File: src/rtl/bcd_time_counter_if.sv
// Bundle of control, set and time/strobe signals between the 1 Hz tick source,
// the time-of-day counter and its display/alarm consumers.
interface bcd_time_counter_if;
    logic       enb;
    logic       run;
    logic       set_req;
    logic [7:0] set_hh;
    logic [7:0] set_mm;
    logic [7:0] set_ss;
    logic [7:0] hh;
    logic [7:0] mm;
    logic [7:0] ss;
    logic       min_tick;
    logic       hour_tick;
    logic       day_tick;
    logic       set_ack;
    logic       set_err;

    modport master (
        output enb, run, set_req, set_hh, set_mm, set_ss,
        input  hh, mm, ss, min_tick, hour_tick, day_tick, set_ack, set_err
    );

    modport slave (
        input  enb, run, set_req, set_hh, set_mm, set_ss,
        output hh, mm, ss, min_tick, hour_tick, day_tick, set_ack, set_err
    );
endinterface

File: src/rtl/bcd_time_counter.sv
// BCD hh:mm:ss time-of-day register advanced by the 1 Hz strobe, with a range-checked
// synchronous time-set load and single-cycle rollover strobes.
module bcd_time_counter #(
    parameter int HOUR_MAX = 23
) (
    input logic              clk,
    input logic              rst_n,
    bcd_time_counter_if.slave bus
);
    localparam logic [7:0] HOUR_MAX_BCD = {4'(HOUR_MAX / 10), 4'(HOUR_MAX % 10)};

    logic [7:0] hh_q, mm_q, ss_q;
    logic [7:0] hh_nxt, mm_nxt, ss_nxt;
    logic       min_tick_q, hour_tick_q, day_tick_q, set_ack_q, set_err_q;
    logic       ss_wrap, mm_wrap, hh_wrap, tick, set_ok;

    function automatic logic [7:0] bcd_inc(input logic [7:0] v);
        if (v[3:0] == 4'd9)
            return {v[7:4] + 4'd1, 4'd0};
        else
            return {v[7:4], v[3:0] + 4'd1};
    endfunction

    assign tick    = bus.enb & bus.run;
    assign ss_wrap = (ss_q == 8'h59);
    assign mm_wrap = (mm_q == 8'h59);
    assign hh_wrap = (hh_q == HOUR_MAX_BCD);

    // Carry chain: each pair only moves when every lower pair wraps.
    always_comb begin
        ss_nxt = ss_wrap ? 8'h00 : bcd_inc(ss_q);
        mm_nxt = mm_q;
        hh_nxt = hh_q;
        if (ss_wrap) begin
            mm_nxt = mm_wrap ? 8'h00 : bcd_inc(mm_q);
            if (mm_wrap)
                hh_nxt = hh_wrap ? 8'h00 : bcd_inc(hh_q);
        end
    end

    // Whole-byte compare on hours is only meaningful once both nibbles are decimal.
    assign set_ok = (bus.set_hh[7:4] <= 4'd9) && (bus.set_hh[3:0] <= 4'd9) &&
                    (bus.set_hh <= HOUR_MAX_BCD) &&
                    (bus.set_mm[7:4] <= 4'd5) && (bus.set_mm[3:0] <= 4'd9) &&
                    (bus.set_ss[7:4] <= 4'd5) && (bus.set_ss[3:0] <= 4'd9);

    always_ff @(posedge clk or negedge rst_n) begin
        if (!rst_n) begin
            hh_q        <= 8'h00;
            mm_q        <= 8'h00;
            ss_q        <= 8'h00;
            min_tick_q  <= 1'b0;
            hour_tick_q <= 1'b0;
            day_tick_q  <= 1'b0;
            set_ack_q   <= 1'b0;
            set_err_q   <= 1'b0;
        end else begin
            min_tick_q  <= 1'b0;
            hour_tick_q <= 1'b0;
            day_tick_q  <= 1'b0;
            set_ack_q   <= 1'b0;
            set_err_q   <= 1'b0;
            if (bus.set_req) begin
                if (set_ok) begin
                    hh_q      <= bus.set_hh;
                    mm_q      <= bus.set_mm;
                    ss_q      <= bus.set_ss;
                    set_ack_q <= 1'b1;
                end else begin
                    set_err_q <= 1'b1;
                end
            end else if (tick) begin
                hh_q        <= hh_nxt;
                mm_q        <= mm_nxt;
                ss_q        <= ss_nxt;
                min_tick_q  <= ss_wrap;
                hour_tick_q <= ss_wrap & mm_wrap;
                day_tick_q  <= ss_wrap & mm_wrap & hh_wrap;
            end
        end
    end

    assign bus.hh        = hh_q;
    assign bus.mm        = mm_q;
    assign bus.ss        = ss_q;
    assign bus.min_tick  = min_tick_q;
    assign bus.hour_tick = hour_tick_q;
    assign bus.day_tick  = day_tick_q;
    assign bus.set_ack   = set_ack_q;
    assign bus.set_err   = set_err_q;
endmodule
File: src/flat_wrapper.sv
// flat-port wrapper written by rule: the top's interface ports become plain ports
module bcd_time_counter_flat 
#(
    parameter int HOUR_MAX = 23
)
  (clk, rst_n, bus_enb, bus_run, bus_set_req, bus_set_hh, bus_set_mm, bus_set_ss, bus_hh, bus_mm, bus_ss, bus_min_tick, bus_hour_tick, bus_day_tick, bus_set_ack, bus_set_err);
  bcd_time_counter_if bus_i ();
  input logic clk;
  input logic rst_n;
  input wire logic [$bits(bus_i.enb)-1:0] bus_enb;
  input wire logic [$bits(bus_i.run)-1:0] bus_run;
  input wire logic [$bits(bus_i.set_req)-1:0] bus_set_req;
  input wire logic [$bits(bus_i.set_hh)-1:0] bus_set_hh;
  input wire logic [$bits(bus_i.set_mm)-1:0] bus_set_mm;
  input wire logic [$bits(bus_i.set_ss)-1:0] bus_set_ss;
  output wire logic [$bits(bus_i.hh)-1:0] bus_hh;
  output wire logic [$bits(bus_i.mm)-1:0] bus_mm;
  output wire logic [$bits(bus_i.ss)-1:0] bus_ss;
  output wire logic [$bits(bus_i.min_tick)-1:0] bus_min_tick;
  output wire logic [$bits(bus_i.hour_tick)-1:0] bus_hour_tick;
  output wire logic [$bits(bus_i.day_tick)-1:0] bus_day_tick;
  output wire logic [$bits(bus_i.set_ack)-1:0] bus_set_ack;
  output wire logic [$bits(bus_i.set_err)-1:0] bus_set_err;
  assign bus_i.enb = bus_enb;
  assign bus_i.run = bus_run;
  assign bus_i.set_req = bus_set_req;
  assign bus_i.set_hh = bus_set_hh;
  assign bus_i.set_mm = bus_set_mm;
  assign bus_i.set_ss = bus_set_ss;
  assign bus_hh = bus_i.hh;
  assign bus_mm = bus_i.mm;
  assign bus_ss = bus_i.ss;
  assign bus_min_tick = bus_i.min_tick;
  assign bus_hour_tick = bus_i.hour_tick;
  assign bus_day_tick = bus_i.day_tick;
  assign bus_set_ack = bus_i.set_ack;
  assign bus_set_err = bus_i.set_err;
  bcd_time_counter #(.HOUR_MAX(HOUR_MAX)) u_core (.clk(clk), .rst_n(rst_n), .bus(bus_i));
endmodule
File: config.mk
export PLATFORM = sky130hd
export DESIGN_NAME = bcd_time_counter_flat
export DESIGN_NICKNAME = d
export VERILOG_FILES = /design/src/rtl/bcd_time_counter_if.sv /design/src/rtl/bcd_time_counter.sv /design/src/flat_wrapper.sv
export SDC_FILE = /design/constraint.sdc
export NUM_CORES = 1
export LEC_CHECK = 0
export CORE_ASPECT_RATIO = 0.75
export CORE_MARGIN = 2
export CORE_UTILIZATION = 47
export DETAILED_ROUTE_END_ITERATION = 12
export PLACE_DENSITY = 0.87
export SYNTH_ARGS = -nofsm -noshare
export SYNTH_HDL_FRONTEND = slang
export SYNTH_SLANG_ARGS = --single-unit
File: constraint.sdc
create_clock -name clk -period 2.3 [get_ports clk]
set_clock_uncertainty 0.1 [all_clocks]
set_input_delay 0.345 -clock clk [delete_from_list [all_inputs] [get_ports clk]]
set_output_delay 0.345 -clock clk [all_outputs]
set_load 0.02 [all_outputs]
After elaboration in Yosys (flattened, before gate mapping)
Cells that the tools add are included.
{"block": "op_classes", "n_addsub": 6, "n_lt_le_gt_ge": 7, "n_eq_ne": 7, "muxes": 28, "n_bitwise": 3, "reduce_logical": 18}
{"op": "2-to-1 mux 8 bit", "count": 18}
{"op": "adder 4 x 1 -> 4 bit (second input constant)", "count": 6}
{"op": "equality test 8 x 7 -> 1 bit (second input constant)", "count": 2}
{"op": "<= comparator 4 bit (second input constant)", "count": 4}
{"op": "equality test 4 bit (second input constant)", "count": 3}
{"op": "2-to-1 mux 1 bit", "count": 10}
{"op": "nonzero test 3 bit", "count": 3}
{"op": "equality test 8 x 6 -> 1 bit (second input constant)", "count": 1}
{"op": "<= comparator 4 x 3 -> 1 bit (second input constant)", "count": 2}
{"op": "<= comparator 8 x 6 -> 1 bit (second input constant)", "count": 1}
{"op": "AND reduction 4 bit", "count": 2}
{"op": "logical AND 1 bit", "count": 6}
{"op": "AND reduction 3 bit", "count": 2}
{"op": "nonzero test 2 bit", "count": 3}
{"op": "AND reduction 5 bit", "count": 1}
{"op": "bitwise AND 1 bit", "count": 3}
{"op": "!= test 2 x 1 -> 1 bit (second input constant)", "count": 1}
{"op": "AND reduction 2 bit", "count": 1}
{"block": "totals", "register_bits": 29, "in_bits": 29, "out_inout_bits": 29, "word_cells": 80}

Depth between registers and ports, before layout
{"block": "logic_depth", "word_depth": 9, "mapped_depth": 8, "mapped_depth_nobuf": 8}

Worst setup path before layout
No wires, ideal clock.
{"block": "synth_path", "path_kind": "flip-flop to flip-flop", "from": "register u_core.ss_q[0], in the netlist u_core.bus.ss[0]", "to": "register u_core.hh_q[7], in the netlist u_core.bus.hh[7]", "setup_ps": 126, "arrival_ps": 1893, "t_required_ps": 2074, "path_slack_ps": 181, "path_stages_with_launch": 8, "path_buffers": 0, "period_less_slack_ps": 2119, "cell_sequence": "dfrtp_1 -> ha_1 -> nand3b_4 -> nor4_4 -> nand2_4 -> clkinv_4 -> a21oi_4 -> a221o_1"}
{"block": "synth_between", "elab_chain_len": 3}
{"item": "from (decl)", "line": "bcd_time_counter.sv:12", "source": "logic [7:0] hh_q, mm_q, ss_q;"}
{"item": "from (signal assigned)", "line": "bcd_time_counter.sv:67", "source": "ss_q <= bus.set_ss;"}
{"item": "from (signal assigned)", "line": "bcd_time_counter.sv:75", "source": "ss_q <= ss_nxt;"}
{"item": "equality test 8 x 7 -> 1 bit", "line": "bcd_time_counter.sv:25", "source": "assign ss_wrap = (ss_q == 8'h59);"}
{"item": "nonzero test 2 bit (no line)"}
{"item": "AND reduction 5 bit (no line)"}
{"item": "to (signal assigned)", "line": "bcd_time_counter.sv:65", "source": "hh_q <= bus.set_hh;"}
{"item": "to (signal assigned)", "line": "bcd_time_counter.sv:73", "source": "hh_q <= hh_nxt;"}
{"item": "to (decl)", "line": "bcd_time_counter.sv:12"}
Every way passes these cells.
A chain may end at the register's enable or synchronous reset.

Worst setup path in the final report
{"block": "layout_path", "from": "register u_core.ss_q[1], in the netlist u_core.bus.ss[1]", "to": "register u_core.mm_q[4], in the netlist u_core.bus.mm[4]"}
{"block": "layout_between", "elab_chain_len": 3}
{"item": "equality test 8 x 7 -> 1 bit", "line": "bcd_time_counter.sv:25"}
{"item": "nonzero test 2 bit (no line)"}
{"item": "AND reduction 4 bit (no line)"}
{"item": "to (signal assigned)", "line": "bcd_time_counter.sv:66", "source": "mm_q <= bus.set_mm;"}
{"item": "to (signal assigned)", "line": "bcd_time_counter.sv:74", "source": "mm_q <= mm_nxt;"}
{"item": "to (decl)", "line": "bcd_time_counter.sv:12"}
Every way passes these cells.

==> results summary <==
The post-cts sizing count is 0. The post-synthesis register bit count is 29. The actual slew at the worst max-slew pin came out at 0.383 ns. The number of fill cells in the layout came out at 316.

The number of buffers added by the clock tree synthesis step came out at 5. The final layout net count came out at 327. For this run, the detailed router's first-pass iteration total came to 4.

The setup violation total in the final timing report came out at 0. Summing the areas of all fa, ha and maj instances in the mapped netlist gives 7.71% of the synthesized area. The worst voltage drop across the vdd grid came out at 0.603 mV. The clock latency on the worst-skew pair is 0.29 ns.

The setup slack of the most critical reg-to-reg path is 0.18 ns. The layout overhead on the synthesized area is 44.6%. The first-iteration detailed-routing DRC count is 201.

Internal power comes to 0.00129 W. The switching component of the power is 0.000578 W. The number of core rows is 20.

STA classifies the critical path startpoint as a register. The number of vias after detailed routing came out at 1996. The worst setup path is of the reg2reg kind. Walking the worst path, the cells encountered are inv_1 -> ha_1 -> nand3b_4 -> nor4_4 -> buf_4 -> and2b_1 -> mux2i_1 -> o41ai_1. The worst setup path is captured at a register.

The average instance area after synthesis is 9.19 um^2. The combined buffer and inverter count along the critical path came out at 2. Measured along the y axis, the die boundary spans 59.8 um. The maximum single-stage delay on the critical path came out at 0.41 ns.

The path depth of the worst reg2reg path is 8. The proportion of power drawn by flip-flops and latches is 35.5%. Setup repair after global routing left no endpoint under its margin.

Among all flip-flop cells after synthesis, the most frequent one is sky130_fd_sc_hd__dfrtp_1. The first-pass GRT wire length came out at 8710 um. The half-perimeter wire length after placement came out at 4060 um. The via count of the first global-routing pass is 1806.

The endpoint identified for the worst register-to-register timing path is u_core.bus.mm[4]. The core box area is 4000 um^2. By area, the combinational part of the netlist is dominated by simple AND/OR/NAND/NOR gates.

On the critical path, the stage with the largest delay is an instance of sky130_fd_sc_hd__dfrtp_1. The number of enable-type register cells in the synthesized netlist is 0. The area fraction in compound gates after synthesis is 20.1%. The run finished with clean final reports. The number of input and output port buffers inserted came out at 57.

The die is 78.3 um wide. The sequential fraction of the synthesis area came out at 37.3%. In this run the critical register-to-register path is launched from u_core.bus.ss[1]. The share of power burned in the clock network came out at 34.6%.

The floorplan step defined a die boundary enclosing 4680 um^2. In this run the worst hold path is classified as in2async. The required time at the endpoint of the critical path came out at 2.36 ns. The number of buffers on the longest clock path is 2. The shortest period the worst path allows came out at 2.12 ns. Of the post-synthesis cell area, the part taken by muxes is 5.27%. The global-route congestion overflow total came out at 0. The switching power as a share of total power is 31.0%.

The post-synthesis share of cell area spent on and, or, nand and nor gates is 25.7%. After clock tree synthesis, the setup repair step added 0 buffers. The number of placed I/O pins is 58. The average vias per placed instance came out at 5.84.

The clock sink total came out at 29. The count of hold-fix buffers inserted at cts is 0. The Yosys step of the flow raised 0 warnings.

The upper clock frequency limit is 0.471 GHz. The final critical path takes up 92.3% of the cycle. The count of inserted antenna diode cells is 0.

The critical path arrival is 2.18 ns. The analysis attributes to cell leakage a power of 1.21 nW. The tightest hold path in the finished design has a slack of 0.330 ns. The placer congestion estimate is 0.892.

The net count of the mapped netlist came out at 253. The H-tree depth came out at 2. The number of slew-limit violations in the final report came out at 0.

The initial antenna violation count came out at 0. Summing all flip-flop and latch instances after layout gives 726 um^2. The area used by multi-input combinational logic is 1140 um^2. The number of cells in the design after placement is 334.

The utilization after layout is 70.4%. In this run the tightest slew margin relative to its limit is 74.5%. The DRC violation count after routing is 0. The combinational power share came out at 30.0%. Across the run, the number of max-cap violations was 0. The synthesized instance count is 212.

In this run the remaining antenna-violating nets after routing total 0. For this run, the total global-route usage over all layers was measured as 24.9%. Along the worst path, the maximum fanout reaches 6. In this run the cell area of the synthesized design comes to 1950 um^2.

The number of distinct library cells after synthesis is 57. The count of final hold-check violations came out at 0. The CTS clock-pin slew for the worst setup and hold paths is 0.07 ns. The proportion of register bits with asynchronous set or reset after synthesis is 100%.

The power density of the placed cells came out at 661 nW/um^2. Entering global routing, the biggest net connects 37 pins. The total routed wirelength came out at 5450 um.

The fraction of final layout cells with drive strength greater than 1 came out at 13.6%. The finished layout holds 342 standard cells, fillers aside. The family with the most delay on the worst path is simple AND/OR/NAND/NOR gates. The final routed wire length divided by cell count came out at 15.9 um.

In this run the clock root is driven by a sky130_fd_sc_hd__clkbuf_8. TritonCTS built the clock tree. The starting density of the core came out at 48.7%. The xor/xnor share of the synthesized area is 0%.
worst max-delay path by stage:
| stage | start | endpoint | slack, ns | depth (start not counted) |
|---|---|---|---|---|
| after floorplan | u_core.bus.ss[0] | u_core.bus.hh[7] | 0.18 | 7 |
| after global placement | bus_set_hh[6] | u_core.bus.hh[2] | 0.05 | 7 |
| after detailed placement | bus_set_hh[6] | u_core.bus.hh[2] | -0.007 | 7 |
| after CTS | u_core.bus.ss[1] | u_core.bus.mm[4] | 0.18 | 8 |
| after global routing | u_core.bus.ss[1] | u_core.bus.mm[4] | 0.08 | 8 |
| final | u_core.bus.ss[1] | u_core.bus.mm[4] | 0.18 | 8 |
Yosys cell counts (2+ instances only):
master                      n  area, um^2
sky130_fd_sc_hd__dfrtp_1   29         726
sky130_fd_sc_hd__nand2_1   17        63.8
sky130_fd_sc_hd__nor2_1    14        52.6
sky130_fd_sc_hd__o21ai_0   13        65.1
sky130_fd_sc_hd__a21oi_1   12        60.1
sky130_fd_sc_hd__ha_1      12         150
sky130_fd_sc_hd__nor3_1    12        60.1
sky130_fd_sc_hd__inv_1      9        33.8
sky130_fd_sc_hd__mux2i_1    8        80.1
sky130_fd_sc_hd__a221o_1    6        60.1
sky130_fd_sc_hd__nand2b_1   6        37.5
sky130_fd_sc_hd__clkbuf_1   5        18.8
sky130_fd_sc_hd__nand3_1    5        25.0
sky130_fd_sc_hd__a31oi_1    4        25.0
sky130_fd_sc_hd__nor2b_1    4        25.0
sky130_fd_sc_hd__a211oi_1   3        22.5
sky130_fd_sc_hd__nand3b_1   3        22.5
sky130_fd_sc_hd__nand4_1    3        18.8
sky130_fd_sc_hd__o22ai_1    3        18.8
sky130_fd_sc_hd__or3_1      3        18.8
sky130_fd_sc_hd__a22oi_1    2        15.0
sky130_fd_sc_hd__and3b_1    2        17.5
sky130_fd_sc_hd__o211ai_1   2        15.0
sky130_fd_sc_hd__o31ai_1    2        15.0
per-layer routing:
metal	GRT usage, %	vias to the layer above	wire (um)
li1	-	940	-
met4	10.5	0	104
met5	0	-	0
met1	34.5	958	2470
met2	37.6	87	2510
met3	5.89	11	368
placed cells by master (no fill, tap or decap), types with 2 or more instances in the layout:
master	synthesis	layout
sky130_fd_sc_hd__clkdlybuf4s50_1	0	57
sky130_fd_sc_hd__dfrtp_1	29	29
sky130_fd_sc_hd__nand2_1	17	17
sky130_fd_sc_hd__buf_4	1	17
sky130_fd_sc_hd__nor2_1	14	14
sky130_fd_sc_hd__o21ai_0	13	13
sky130_fd_sc_hd__nor3_1	12	12
sky130_fd_sc_hd__a21oi_1	12	12
sky130_fd_sc_hd__ha_1	12	12
sky130_fd_sc_hd__inv_1	9	9
sky130_fd_sc_hd__mux2i_1	8	8
sky130_fd_sc_hd__nand2b_1	6	6
sky130_fd_sc_hd__a221o_1	6	6
sky130_fd_sc_hd__nand3_1	5	5
sky130_fd_sc_hd__clkbuf_8	0	5
sky130_fd_sc_hd__nor2b_1	4	4
sky130_fd_sc_hd__a31oi_1	4	4
sky130_fd_sc_hd__nand4_1	3	3
sky130_fd_sc_hd__nand3b_1	3	3
sky130_fd_sc_hd__a211oi_1	3	3
sky130_fd_sc_hd__or3_1	3	3
sky130_fd_sc_hd__o22ai_1	3	3
sky130_fd_sc_hd__a22oi_1	2	2
sky130_fd_sc_hd__o211ai_1	2	2
sky130_fd_sc_hd__and3b_1	2	2
sky130_fd_sc_hd__o31ai_1	2	2
sky130_fd_sc_hd__bufinv_16	0	2
sequential cells by signal, summed over array words and instances (netlist names):
signal	count
u_core.bus.hh	8
u_core.bus.ss	8
u_core.bus.mm	8
u_core.bus.set_err	1
u_core.bus.min_tick	1
u_core.bus.hour_tick	1
u_core.bus.day_tick	1
u_core.bus.set_ack	1
layout make-up:
class,count,share of cell area [%]
Timing Repair Buffer,74,24.8
Clock inverter,3,2.31
Inverter,11,1.64
Multi-Input combinational cell,165,40.6
Tap cell,55,2.44
Sequential cell,29,25.8
Clock buffer,5,2.44
per-stage QoR:
| stage | cell area, um^2 | TNS (ns) | setup WS [ns] | power, W |
|---|---|---|---|---|
| detailed placement | 2680 | -0.00686 | -0.00686 | 0.00122 |
| floorplan | 1950 | 0 | 0.181 | 0.000950 |
| CTS | 2820 | 0 | 0.180 | 0.00187 |
| finish | 2820 | 0 | 0.176 | 0.00186 |
| global placement | 2680 | 0 | 0.0495 | 0.00121 |
| global route | 2820 | 0 | 0.0755 | 0.00194 |
power groups by stage:
stage               sequential [W]  combinational [W]  clock [W]
finish                    0.000661           0.000558   0.000644
global route              0.000671           0.000601   0.000670
CTS                       0.000658           0.000561   0.000649
detailed placement        0.000667           0.000557          0
global placement          0.000664           0.000542          0
floorplan                 0.000738           0.000211          0
logic make-up (layout without fill, tap and decap cells):
| logic type | count (synthesis) | count (layout) |
|---|---|---|
| compound gates | 57 | 57 |
| fa+ha+maj | 12 | 12 |
| buf+inv | 18 | 93 |
| flops | 29 | 29 |
| mux | 10 | 10 |
| simple gates | 86 | 86 |
(Power assumes the default switching activity.)
